==> config.mk <==
export PLATFORM = sky130hd
export DESIGN_NAME = audio_frame_scheduler
export DESIGN_NICKNAME = d
export VERILOG_FILES = /design/src/rtl/audio_frame_scheduler.sv
export SDC_FILE = /design/constraint.sdc
export NUM_CORES = 1
export LEC_CHECK = 0
export BUFFER_PORTS_ARGS = -buffer_cell sky130_fd_sc_hd__buf_2
export CAP_MARGIN = 40
export CORE_UTILIZATION = 52
export CTS_BUF_LIST = sky130_fd_sc_hd__clkbuf_4 sky130_fd_sc_hd__clkbuf_8 sky130_fd_sc_hd__clkbuf_16
export DETAILED_ROUTE_END_ITERATION = 10
export HOLD_SLACK_MARGIN = 0.15
export PLACE_DENSITY = 0.81
export SKIP_CTS_REPAIR_TIMING = 1
export SLEW_MARGIN = 15
export SYNTH_ARGS = -nofsm -noshare
export SYNTH_HDL_FRONTEND = slang
export SYNTH_SLANG_ARGS = --single-unit
==> constraint.sdc <==
create_clock -name clk -period 4.5 [get_ports clk]
set_input_delay 0.225 -clock clk [delete_from_list [all_inputs] [get_ports clk]]
set_output_delay 0.225 -clock clk [all_outputs]
set_load 0.05 [all_outputs]
==> src/rtl/audio_frame_scheduler.sv <==
// audio_frame_scheduler: per-frame req/ack poll of N_SRC voices, saturating signed mix to one I2S sample
module audio_frame_scheduler #(
    parameter int N_SRC = 4,
    parameter int DW = 16,
    parameter int ACK_TIMEOUT = 15
) (
    input  logic                clk,
    input  logic                rst,
    input  logic                frame_tick,
    input  logic [N_SRC-1:0]    src_en,
    input  logic [N_SRC-1:0]    src_ack,
    input  logic [N_SRC*DW-1:0] src_data,
    input  logic                err_clr,
    output logic [N_SRC-1:0]    src_req,
    output logic [DW-1:0]       sample_out,
    output logic                sample_valid,
    output logic                busy,
    output logic                overrun,
    output logic [N_SRC-1:0]    timeout_err
);
    localparam int IW = N_SRC > 1 ? $clog2(N_SRC) : 1;
    localparam int TW = $clog2(ACK_TIMEOUT + 1);
    localparam int AW = DW + $clog2(N_SRC);
    localparam logic signed [AW-1:0] SMAX = {{(AW-DW+1){1'b0}}, {(DW-1){1'b1}}};
    localparam logic signed [AW-1:0] SMIN = {{(AW-DW+1){1'b1}}, {(DW-1){1'b0}}};
    typedef enum logic [1:0] {IDLE, SCAN, WAIT, DONE} state_t;
    state_t state, state_n;
    logic [IW-1:0] idx, idx_n;
    logic [TW-1:0] timer, timer_n;
    logic signed [AW-1:0] acc, acc_n;
    logic signed [DW-1:0] slice;
    logic [N_SRC-1:0] req_n, err_n;
    logic [DW-1:0] out_n;
    logic valid_n, ovr_n, adv, last;
    assign slice = src_data[idx*DW +: DW];
    assign last = idx == IW'(N_SRC - 1);
    assign busy = state != IDLE;
    always_comb begin
        state_n = state;
        idx_n = idx;
        timer_n = timer;
        acc_n = acc;
        req_n = src_req;
        out_n = sample_out;
        valid_n = 1'b0;
        ovr_n = frame_tick && state != IDLE;
        err_n = err_clr ? '0 : timeout_err;
        adv = 1'b0;
        case (state)
            IDLE: if (frame_tick) begin
                acc_n = '0;
                idx_n = '0;
                state_n = SCAN;
            end
            SCAN: if (src_en[idx]) begin
                req_n = '0;
                req_n[idx] = 1'b1;
                timer_n = '0;
                state_n = WAIT;
            end else adv = 1'b1;
            WAIT: begin
                // ack takes priority over a timeout landing on the same edge
                adv = src_ack[idx] || timer == TW'(ACK_TIMEOUT - 1);
                if (src_ack[idx]) acc_n = acc + AW'(slice);
                else if (adv) err_n[idx] = 1'b1;
                else timer_n = timer + TW'(1);
            end
            DONE: begin
                out_n = acc > SMAX ? SMAX[DW-1:0] : acc < SMIN ? SMIN[DW-1:0] : acc[DW-1:0];
                valid_n = 1'b1;
                state_n = IDLE;
            end
            default: state_n = IDLE;
        endcase
        if (adv) begin
            req_n = '0;
            state_n = last ? DONE : SCAN;
            idx_n = last ? idx : idx + IW'(1);
        end
    end
    always_ff @(posedge clk) begin
        if (rst) begin
            state <= IDLE;
            idx <= '0;
            timer <= '0;
            acc <= '0;
            src_req <= '0;
            sample_out <= '0;
            sample_valid <= 1'b0;
            overrun <= 1'b0;
            timeout_err <= '0;
        end else begin
            state <= state_n;
            idx <= idx_n;
            timer <= timer_n;
            acc <= acc_n;
            src_req <= req_n;
            sample_out <= out_n;
            sample_valid <= valid_n;
            overrun <= ovr_n;
            timeout_err <= err_n;
        end
    end
endmodule
==> impl_metrics.ini, run 1 <==
[logic_synthesis]
synth_top_area_share_pct = 30.5
synthesis.nets = 484
synth-edff-count = 0
syn_area_um2 = 3420
syn_area_per_cell_um2 = 8.99
synth_top_cell_by_area = dfxtp_1
yosysSeqAreaShare_pct = 30.5
ys_warn_count = 0
syn_inst = 380
synth_cell_types = 48
synth-main-ff-cell = dfxtp_1
synth_area_leaders = dfxtp_1 30%, mux4_2 12%, ha_1 9.9%
async_reset_ff_share_pct = 0
yosys_register_bits = 52

[floorplan]
initial_core_util_pct = 53.8
core_area_um2 = 6350
fp.dieH_um = 83.1
die_x_um = 83.1
io_pins = 103
rows = 29
dieArea_um2 = 6900

[clocking]
cts_sinks = 52
cts_buffer_depth = 2
h-tree-depth = 2
numCtsBuffers = 5
cts_tree = done
clkLatencyLatePin_ns = 0.31
path_clk_slew_ns = 0.09
cts-root-buf = clkbuf_8

[setup_path]
crit_type = reg2reg
cp.required_ns = 4.70
arrival_ns = 3.65
crit_slowest_cell = dfxtp_1
reg2reg_slack_ns = 1.05
worstSetupEndpointType = register
r2r_end = acc[15]$_SDFFE_PP0P_
path_max_fanout = 16
path_cells = buf_4 -> mux4_2 -> ha_1 -> a21oi_1 -> o21ai_0 -> a21oi_1 -> o31ai_2 -> a211oi_1 -> o21bai_1 -> mux2i_1 -> a221o_1
cp-start-kind = register
cpPeakStageDelay_ns = 0.62
ff2ff_path_depth = 11
critPathMostFrequentCell = a21oi_1
r2r_start = idx[0]$_SDFFE_PP0P_

[sta]
rsz0062_at_grt = false
maxSlewViolCount = 0
clock_skew_ns = 0.00825
finalHoldViolations = 0
setup_tns_ns = 0
setup_viol = 0
max_slew_margin_pct = 45.0
min_period_ns = 3.45
min_period_over_period_pct = 76.6
fmax_mhz = 290
tightestPinTransition_ns = 0.825

[min_path]
hold_start = frame_tick
holdPathEnd = overrun$_SDFF_PP0_
hold_class = in2reg
holdPathStages = 2

[drt]
drc = 0
vias = 3174
detail-route-antenna-nets = 0
first_pass_iters = 4
routed_wl_um = 8220
via_per_inst = 5.76
routedWlPerCell_um = 14.9
first_iter_violations = 166

[cells_and_area]
fill_cells = 554
drive_gt1_share_pct = 29.5
fin_cells = 551
syn_to_final_growth_pct = 20.1
fin_nets = 578
diodes = 0

[global_routing]
grt_antenna_before_repair = 0
overflow = 0
grt_max_degree = 48
grt_pass1_vias = 3050
grt_pass1_wl_um = 13500
track_usage_pct = 23.7

[power_and_ir_drop]
clkPwrFrac_pct = 28.1
peakVddDrop_mv = 0.179
p_seq_share_pct = 37.2
p_per_area_nw_per_um2 = 325
p_leak_nw = 1.79
comb_power_share_pct = 34.7
switching_share_pct = 34.1
p_sw_uw = 455
power.internal_uw = 879
power_mw = 1.33

[place]
dp_hpwl_um = 6270
place_inst = 543
gp_congestion = 0.908
port_buffers = 102

[job]
cap_violations = 0

[run_status]
run_status = finished clean
## metrics by stage
step	hold WS, ns	worst slack [ns]	utilization [%]	cell area [um^2]
global placement	0.453	1.16	62.4	3960
finish	0.203	1.05	64.6	4100
CTS	0.204	1.05	64.5	4100
floorplan	0.392	1.24	-	3420
global route	0.196	0.686	64.6	4100
detailed placement	0.458	1.09	62.5	3970
## kinds of logic after synthesis
kind of cell / Yosys count / synth area share, %
mux: 27 / 14.7
flops: 52 / 30.5
xor+xnor: 13 / 3.33
simple gates: 118 / 17.2
buf+inv: 33 / 3.88
fa+ha+maj: 28 / 10.5
compound gates: 109 / 20.0
## critical path, delay by kind of cell, from the launching register on
family                     cells  cell delay [ns]
buffers and inverters          1             0.37
DFF                            1             0.62
adders and majority gates      1             0.38
AOI/OAI and AO/OA              7             1.29
muxes                          2             0.68
## worst max path at each step
stage | startpoint | to | slack, ns | cells past startpoint
global placement | idx[0]$_SDFFE_PP0P_ | acc[15]$_SDFFE_PP0P_ | 1.16 | 11
global route | idx[0]$_SDFFE_PP0P_ | acc[15]$_SDFFE_PP0P_ | 0.69 | 11
CTS | idx[0]$_SDFFE_PP0P_ | acc[15]$_SDFFE_PP0P_ | 1.05 | 11
detailed placement | idx[0]$_SDFFE_PP0P_ | acc[15]$_SDFFE_PP0P_ | 1.09 | 11
finish | idx[0]$_SDFFE_PP0P_ | acc[15]$_SDFFE_PP0P_ | 1.05 | 11
floorplan | idx[0]$_SDFFE_PP0P_ | acc[15]$_SDFFE_PP0P_ | 1.24 | 12
## Yosys cell counts (5+ instances only)
library cell,number
xnor2_1,8
nor3_1,5
a21oi_1,41
o21ai_0,28
mux4_2,18
nor2_1,45
a22o_1,5
nor2b_1,8
inv_1,13
buf_2,6
ha_1,27
mux2i_1,8
a22oi_1,12
nand2_1,19
xor2_1,5
nand2b_1,22
clkbuf_1,12
dfxtp_1,52
## routing by layer
layer	global-route usage, %	vias up	share of wire (%)
li1	-	1555	-
met1	30.0	1480	44
met2	40.1	121	49
met3	4.47	18	5.6
met4	9.25	0	2.0
met5	0	-	0
## final cells by class
| cell class | instances | area [um^2] | share of cell area [%] |
|---|---|---|---|
| Tap cell | 77 | 96.3 | 2.35 |
| Sequential cell | 52 | 1040 | 25.4 |
| Timing Repair Buffer | 107 | 546 | 13.3 |
| Clock buffer | 5 | 68.8 | 1.68 |
| Inverter | 13 | 48.8 | 1.19 |
| Multi-Input combinational cell | 295 | 2240 | 54.7 |
| Clock inverter | 2 | 60.1 | 1.46 |
## registers in the layout, indices dropped and copies added (netlist names)
name          cells
acc              18
idx               2
overrun           1
sample_out       16
sample_valid      1
src_req           4
state             2
timeout_err       4
timer             4
## placed cells by master, fill, tap and decap left out, drive strengths merged, types with 4 or more instances in the layout
master / n
nand2: 19
clkbuf: 5
nor2: 45
nor3: 6
nand2b: 22
mux2i: 8
buf: 107
inv: 13
o21ai: 32
o21bai: 4
nor3b: 4
mux4: 18
dfxtp: 52
xor2: 5
ha: 27
nor2b: 8
a21oi: 41
a22oi: 12
nand3b: 4
xnor2: 8
a22o: 5
## power by group through the flow
stage | registers [mW] | clock network, mW | logic (mW)
detailed placement | 0.506 | 0 | 0.453
global route | 0.499 | 0.393 | 0.501
finish | 0.497 | 0.375 | 0.463
CTS | 0.496 | 0.375 | 0.455
floorplan | 0.516 | 0 | 0.329
global placement | 0.506 | 0 | 0.438
Power figures use the tool's default switching activity.
==> run 2, diff against run 1 <==
- ABC_AREA: default -> 1
- CORE_UTILIZATION: 52 -> 53
- clock period: 4.5 -> 3.54 ns (I/O delays scaled with it)
==> impl_metrics.ini, run 2 <==
[run_status]
run_status = finished clean

[logic_synthesis]
syn_inst = 567
synth_top_cells_by_count = 150 x nand2_1, 71 x a21oi_1, 61 x nor2_1
syn_area_per_cell_um2 = 6.49
syn_area_um2 = 3680
synthesis.nets = 671
yosysSeqAreaShare_pct = 28.3
synth_top_cell_by_area = dfxtp_1
synth_area_leaders = dfxtp_1 28%, nand2_1 15%, a21oi_1 9.7%
synth_top_area_share_pct = 28.3
synth-edff-count = 0
async_reset_ff_share_pct = 0
synth_cell_types = 31
ys_warn_count = 0
yosys_register_bits = 52
yosysMostFrequentCell = nand2_1
synth-main-ff-cell = dfxtp_1

[clocking]
numCtsBuffers = 5
clkLatencyLatePin_ns = 0.30
cts_sinks = 52
cts_buffer_depth = 2
cts_tree = done
cts-root-buf = clkbuf_8
h-tree-depth = 2
path_clk_slew_ns = 0.10

[global_routing]
grt_max_degree = 40
grt_pass1_wl_um = 16600
overflow = 0
grt_use_met3_pct = 4.18
grt_use_met1_pct = 38.9
use_met2_pct = 46.1
track_usage_pct = 28.1
busiest_layer = met2
grt_antenna_before_repair = 0
grt_pass1_vias = 3696

[place]
port_buffers = 102
gp_congestion = 0.943
dp_hpwl_um = 7760
placed_area_um2 = 4180

[cells_and_area]
final_common_cell = nand2_1
syn_to_final_growth_pct = 18.4
multiInputGateArea_um2 = 2340
largest_reg_flops = 18
largestRegisters = acc (18), sample_out (16)
drive_gt1_share_pct = 20.7
diodes = 0
finalInstanceArea_um2 = 4350
top_register = acc
regArea_um2 = 1040
final_cell_mix = 150 x nand2_1, 102 x buf_2, 71 x a21oi_1
fill_cells = 616
fin_nets = 761

[floorplan]
fp.dieH_um = 85.3
rows = 29
core_area_um2 = 6530
die_x_um = 85.3
initial_core_util_pct = 56.3
io_pins = 103
dieArea_um2 = 7280

[drt]
via_per_inst = 5.57
routed_wl_um = 9930
first_pass_iters = 5
drc = 0
detail-route-antenna-nets = 0
vias = 4094
first_iter_violations = 276
routedWlPerCell_um = 13.5

[job]
cap_violations = 0

[sta]
max_slew_margin_pct = 49.2
setup_tns_ns = 0
setup_viol = 0
min_period_over_period_pct = 80.7
tightestPinTransition_ns = 0.761
fmax_mhz = 350
rsz0062_at_grt = false
maxSlewViolCount = 0
finalHoldViolations = 0
min_period_ns = 2.86
clock_skew_ns = 0.00574

[setup_path]
arrival_ns = 3.09
crit_type = reg2reg
critPathMostFrequentCell = nand2_1
cpPeakStageDelay_ns = 0.42
crit_slowest_cell = o21ai_0
worstSetupEndpointType = register
path_max_fanout = 39
path_cells = inv_2 -> o21ai_0 -> o22ai_1 -> ha_1 -> inv_1 -> fa_1 -> o21ai_0 -> nand2_1 -> nand2_1 -> nand2_1 -> nand3_1 -> nand3_1 -> a21oi_1
cp-start-kind = register
cp.required_ns = 3.78

[min_path]
hold_class = in2reg

[power_and_ir_drop]
p_leak_nw = 2.10
peakVddDrop_mv = 0.260
p_per_area_nw_per_um2 = 519
-- run 2: changes by cell type in the layout (fill, tap and decap cells not counted), sizes merged, moves of 12 or more --
cell / previous run / this run
nand2: 19 / 159
a21oi: 41 / 73
inv: 13 / 45
nand3: 2 / 28
o21ai: 32 / 58
nand2b: 22 / 0
mux4: 18 / 0
nor2: 45 / 61
o22ai: 1 / 14
a22oi: 12 / 0
-- run 2: path summary, 6_finish.rpt --
| path | start | endpoint | slack [ns] | depth (start not counted) |
|---|---|---|---|---|
| max | idx[0]$_SDFFE_PP0P_ | acc[16]$_SDFFE_PP0P_ | 0.68 | 13 |
| min | err_clr | timeout_err[0]$_SDFF_PP0_ | 0.18 | 4 |
| max reg2reg | idx[0]$_SDFFE_PP0P_ | acc[16]$_SDFFE_PP0P_ | 0.68 | 13 |
| min reg2reg | sample_out[3]$_SDFFE_PP0P_ | sample_out[3]$_SDFFE_PP0P_ | 0.46 | 2 |
-- run 2: metrics by stage --
stage	hold WS [ns]	power (mW)	std cells	utilization, %	setup slack, ns
final	0.176	2.26	735	66.6	0.682
after global routing	0.196	2.42	735	66.6	0.378
after CTS	0.114	2.24	734	66.5	0.729
after detailed placement	0.435	1.70	726	64.1	0.749
after global placement	0.432	1.66	726	64.1	0.892
after floorplan	0.300	1.48	567	-	1.01
-- run 2: layout make-up --
class,count,area share [%]
clock buffer,5,1.58
clock inverter,3,2.07
inverter,46,3.97
multi-input combinational,446,53.8
sequential,52,23.9
tap,77,2.21
timing repair buffer,106,12.5
-- run 2: routing by layer --
layer  part of all wire, %  up-vias
met2                    44      176
li1                      -     2055
met1                    48     1844
met3                   6.0       19
met4                   1.7        0
met5                     0        -
-- run 2: kinds of logic after synthesis --
logic type / share of synthesized area (%)
AOI/OAI and AO/OA: 22.1
adders and majority gates: 9.73
and+or+nand+nor: 30.7
DFF: 28.3
buffers and inverters: 8.03
xor gates and xnor gates: 1.19
-- run 2: where the power goes --
| part | total, mW | internal (mW) | switching (mW) | leakage (nW) |
|---|---|---|---|---|
| Combinational | 1.04 | 0.325 | 0.715 | 1.60 |
| Sequential | 0.667 | 0.629 | 0.0380 | 0.420 |
| Clock | 0.552 | 0.353 | 0.198 | 0.0784 |
| Total | 2.26 | 1.31 | 0.952 | 2.10 |
-- run 2: critical path: cells and delay by family (launching register included) --
family / cells / cell delay, ns
DFF: 1 / 0.33
buffers and inverters: 2 / 0.47
AOI/OAI and AO/OA: 4 / 0.89
and+or+nand+nor: 5 / 0.48
adders and majority gates: 2 / 0.62
==> run 3, diff against run 2 <==
- clock period: 3.54 -> 2.9 ns (I/O delays scaled with it)
==> impl_metrics.ini, run 3 (synthesis gave the netlist of run 2 again) <==
[setup_path]
path_cells = buf_4 -> o21ai_0 -> o22ai_1 -> ha_1 -> inv_1 -> fa_1 -> o21ai_1 -> nand2_1 -> nand2_1 -> nand2_1 -> nand3_1 -> nand3_1 -> a21oi_1
crit_type = reg2reg
critPathMostFrequentCell = nand2_1
cp-start-kind = register
crit_slowest_cell = fa_1
path_max_fanout = 20
cp.required_ns = 3.15
crit_buf_inv = 2
critPathTopFamily = compound AO/OA/AOI/OAI gates
cpPeakStageDelay_ns = 0.39
worstSetupEndpointType = register
arrival_ns = 2.84

[clocking]
cts_tree = done
cts_buffer_depth = 2
cts_sinks = 52
clkLatencyLatePin_ns = 0.31
h-tree-depth = 2
path_clk_slew_ns = 0.10
numCtsBuffers = 5
cts-root-buf = clkbuf_8

[global_routing]
grt_antenna_before_repair = 0
grt_pass1_vias = 3637
overflow = 0
grt_pass1_wl_um = 16500
grt_max_degree = 32
track_usage_pct = 28.0

[drt]
detail-route-antenna-nets = 0
drc = 0
via_per_inst = 5.57
first_pass_iters = 5
routed_wl_um = 10100
routedWlPerCell_um = 13.6
first_iter_violations = 304
vias = 4107

[cells_and_area]
multiInputGateArea_um2 = 2340
largestRegisters = acc (18), sample_out (16)
largest_reg_flops = 18
syn_to_final_growth_pct = 17.7
fin_nets = 764
drive_gt1_share_pct = 21.2
fin_cells = 738
fill_cells = 600
diodes = 0
regArea_um2 = 1040
top_register = acc
final_common_cell = nand2_1
finalInstanceArea_um2 = 4330
final_cell_mix = 150 x nand2_1, 102 x buf_2, 71 x a21oi_1

[power_and_ir_drop]
p_leak_nw = 2.09
power.internal_mw = 1.43
peakVddDrop_mv = 0.293
comb_power_share_pct = 48.9
clkPwrFrac_pct = 19.5
p_seq_share_pct = 31.6
switching_share_pct = 45.0
p_sw_mw = 1.17
p_per_area_nw_per_um2 = 601

[place]
place_inst = 729
placed_area_um2 = 4210
dpl_worst_slack_ns = 0.222
dp_hpwl_um = 7880
gp_congestion = 0.936
port_buffers = 102

[sta]
rsz0062_at_grt = false
setup_tns_ns = 0
maxSlewViolCount = 0
max_slew_margin_pct = 52.3
worst_slack_ns = 0.308
tightestPinTransition_ns = 0.716
min_period_ns = 2.59
setup_viol = 0
finalHoldViolations = 0
clock_skew_ns = 0.00361
fmax_mhz = 386
min_period_over_period_pct = 89.4

[floorplan]
initial_core_util_pct = 56.3
core_area_um2 = 6530
fp.dieH_um = 85.3
dieArea_um2 = 7280
io_pins = 103
rows = 29
die_x_um = 85.3

[min_path]
hold_class = in2reg

[job]
cap_violations = 0

[run_status]
run_status = finished clean
## run 3: changes by cell type in the layout (fill, tap and decap cells not counted), sizes merged
cell / previous run / this run
buf: 105 / 108
bufinv: 3 / 1
clkinv: 1 / 2
clkinvlp: 0 / 1
## run 3: worst reg2reg max path: stages (launching register included)
cell and delay, ns:
dfxtp_1 0.37, buf_4 0.24, o21ai_0 0.12, o22ai_1 0.18
ha_1 0.23, inv_1 0.07, fa_1 0.39, o21ai_1 0.27
nand2_1 0.09, nand2_1 0.13, nand2_1 0.11, nand3_1 0.10
nand3_1 0.09, a21oi_1 0.16
## run 3: final timing paths
| path | startpoint | end | slack (ns) | cells past startpoint |
|---|---|---|---|---|
| min reg2reg | sample_out[0]$_SDFFE_PP0P_ | sample_out[0]$_SDFFE_PP0P_ | 0.47 | 2 |
| max | idx[1]$_SDFFE_PP0P_ | acc[16]$_SDFFE_PP0P_ | 0.31 | 13 |
| min | err_clr | timeout_err[0]$_SDFF_PP0_ | 0.12 | 4 |
| max reg2reg | idx[1]$_SDFFE_PP0P_ | acc[16]$_SDFFE_PP0P_ | 0.31 | 13 |
## run 3: routing by layer
layer,vias up,track usage [%],wire length [um]
li1,2066,-,-
met1,1825,38.9,4610
met2,193,45.2,4470
met3,23,3.99,827
met4,0,8.33,164
met5,-,0,0
## run 3: cell type report
type	count	share of cell area, %
Clock buffer	5	1.59
Multi-Input combinational cell	446	54.1
Inverter	46	3.99
Tap cell	77	2.23
Clock inverter	3	0.983
Timing Repair Buffer	109	13.1
Sequential cell	52	24.1
## run 3: metrics by stage
| step | power, mW | hold slack [ns] | utilization [%] |
|---|---|---|---|
| final | 2.60 | 0.123 | 66.3 |
| after global routing | 2.79 | 0.156 | 66.3 |
| after CTS | 2.58 | 0.0814 | 66.1 |
| after detailed placement | 2.08 | 0.409 | 64.4 |
| after global placement | 2.04 | 0.401 | 64.4 |
| after floorplan | 1.81 | 0.268 | - |
## run 3: power by group through the flow
| stage | registers [mW] | logic (mW) | clock network, mW |
|---|---|---|---|
| 2_1_floorplan | 0.863 | 0.943 | 0 |
| 3_3_place_gp | 0.833 | 1.21 | 0 |
| 3_5_place_dp | 0.837 | 1.24 | 0 |
| 4_1_cts | 0.820 | 1.26 | 0.505 |
| 5_1_grt | 0.829 | 1.43 | 0.535 |
| 6_report | 0.823 | 1.27 | 0.506 |
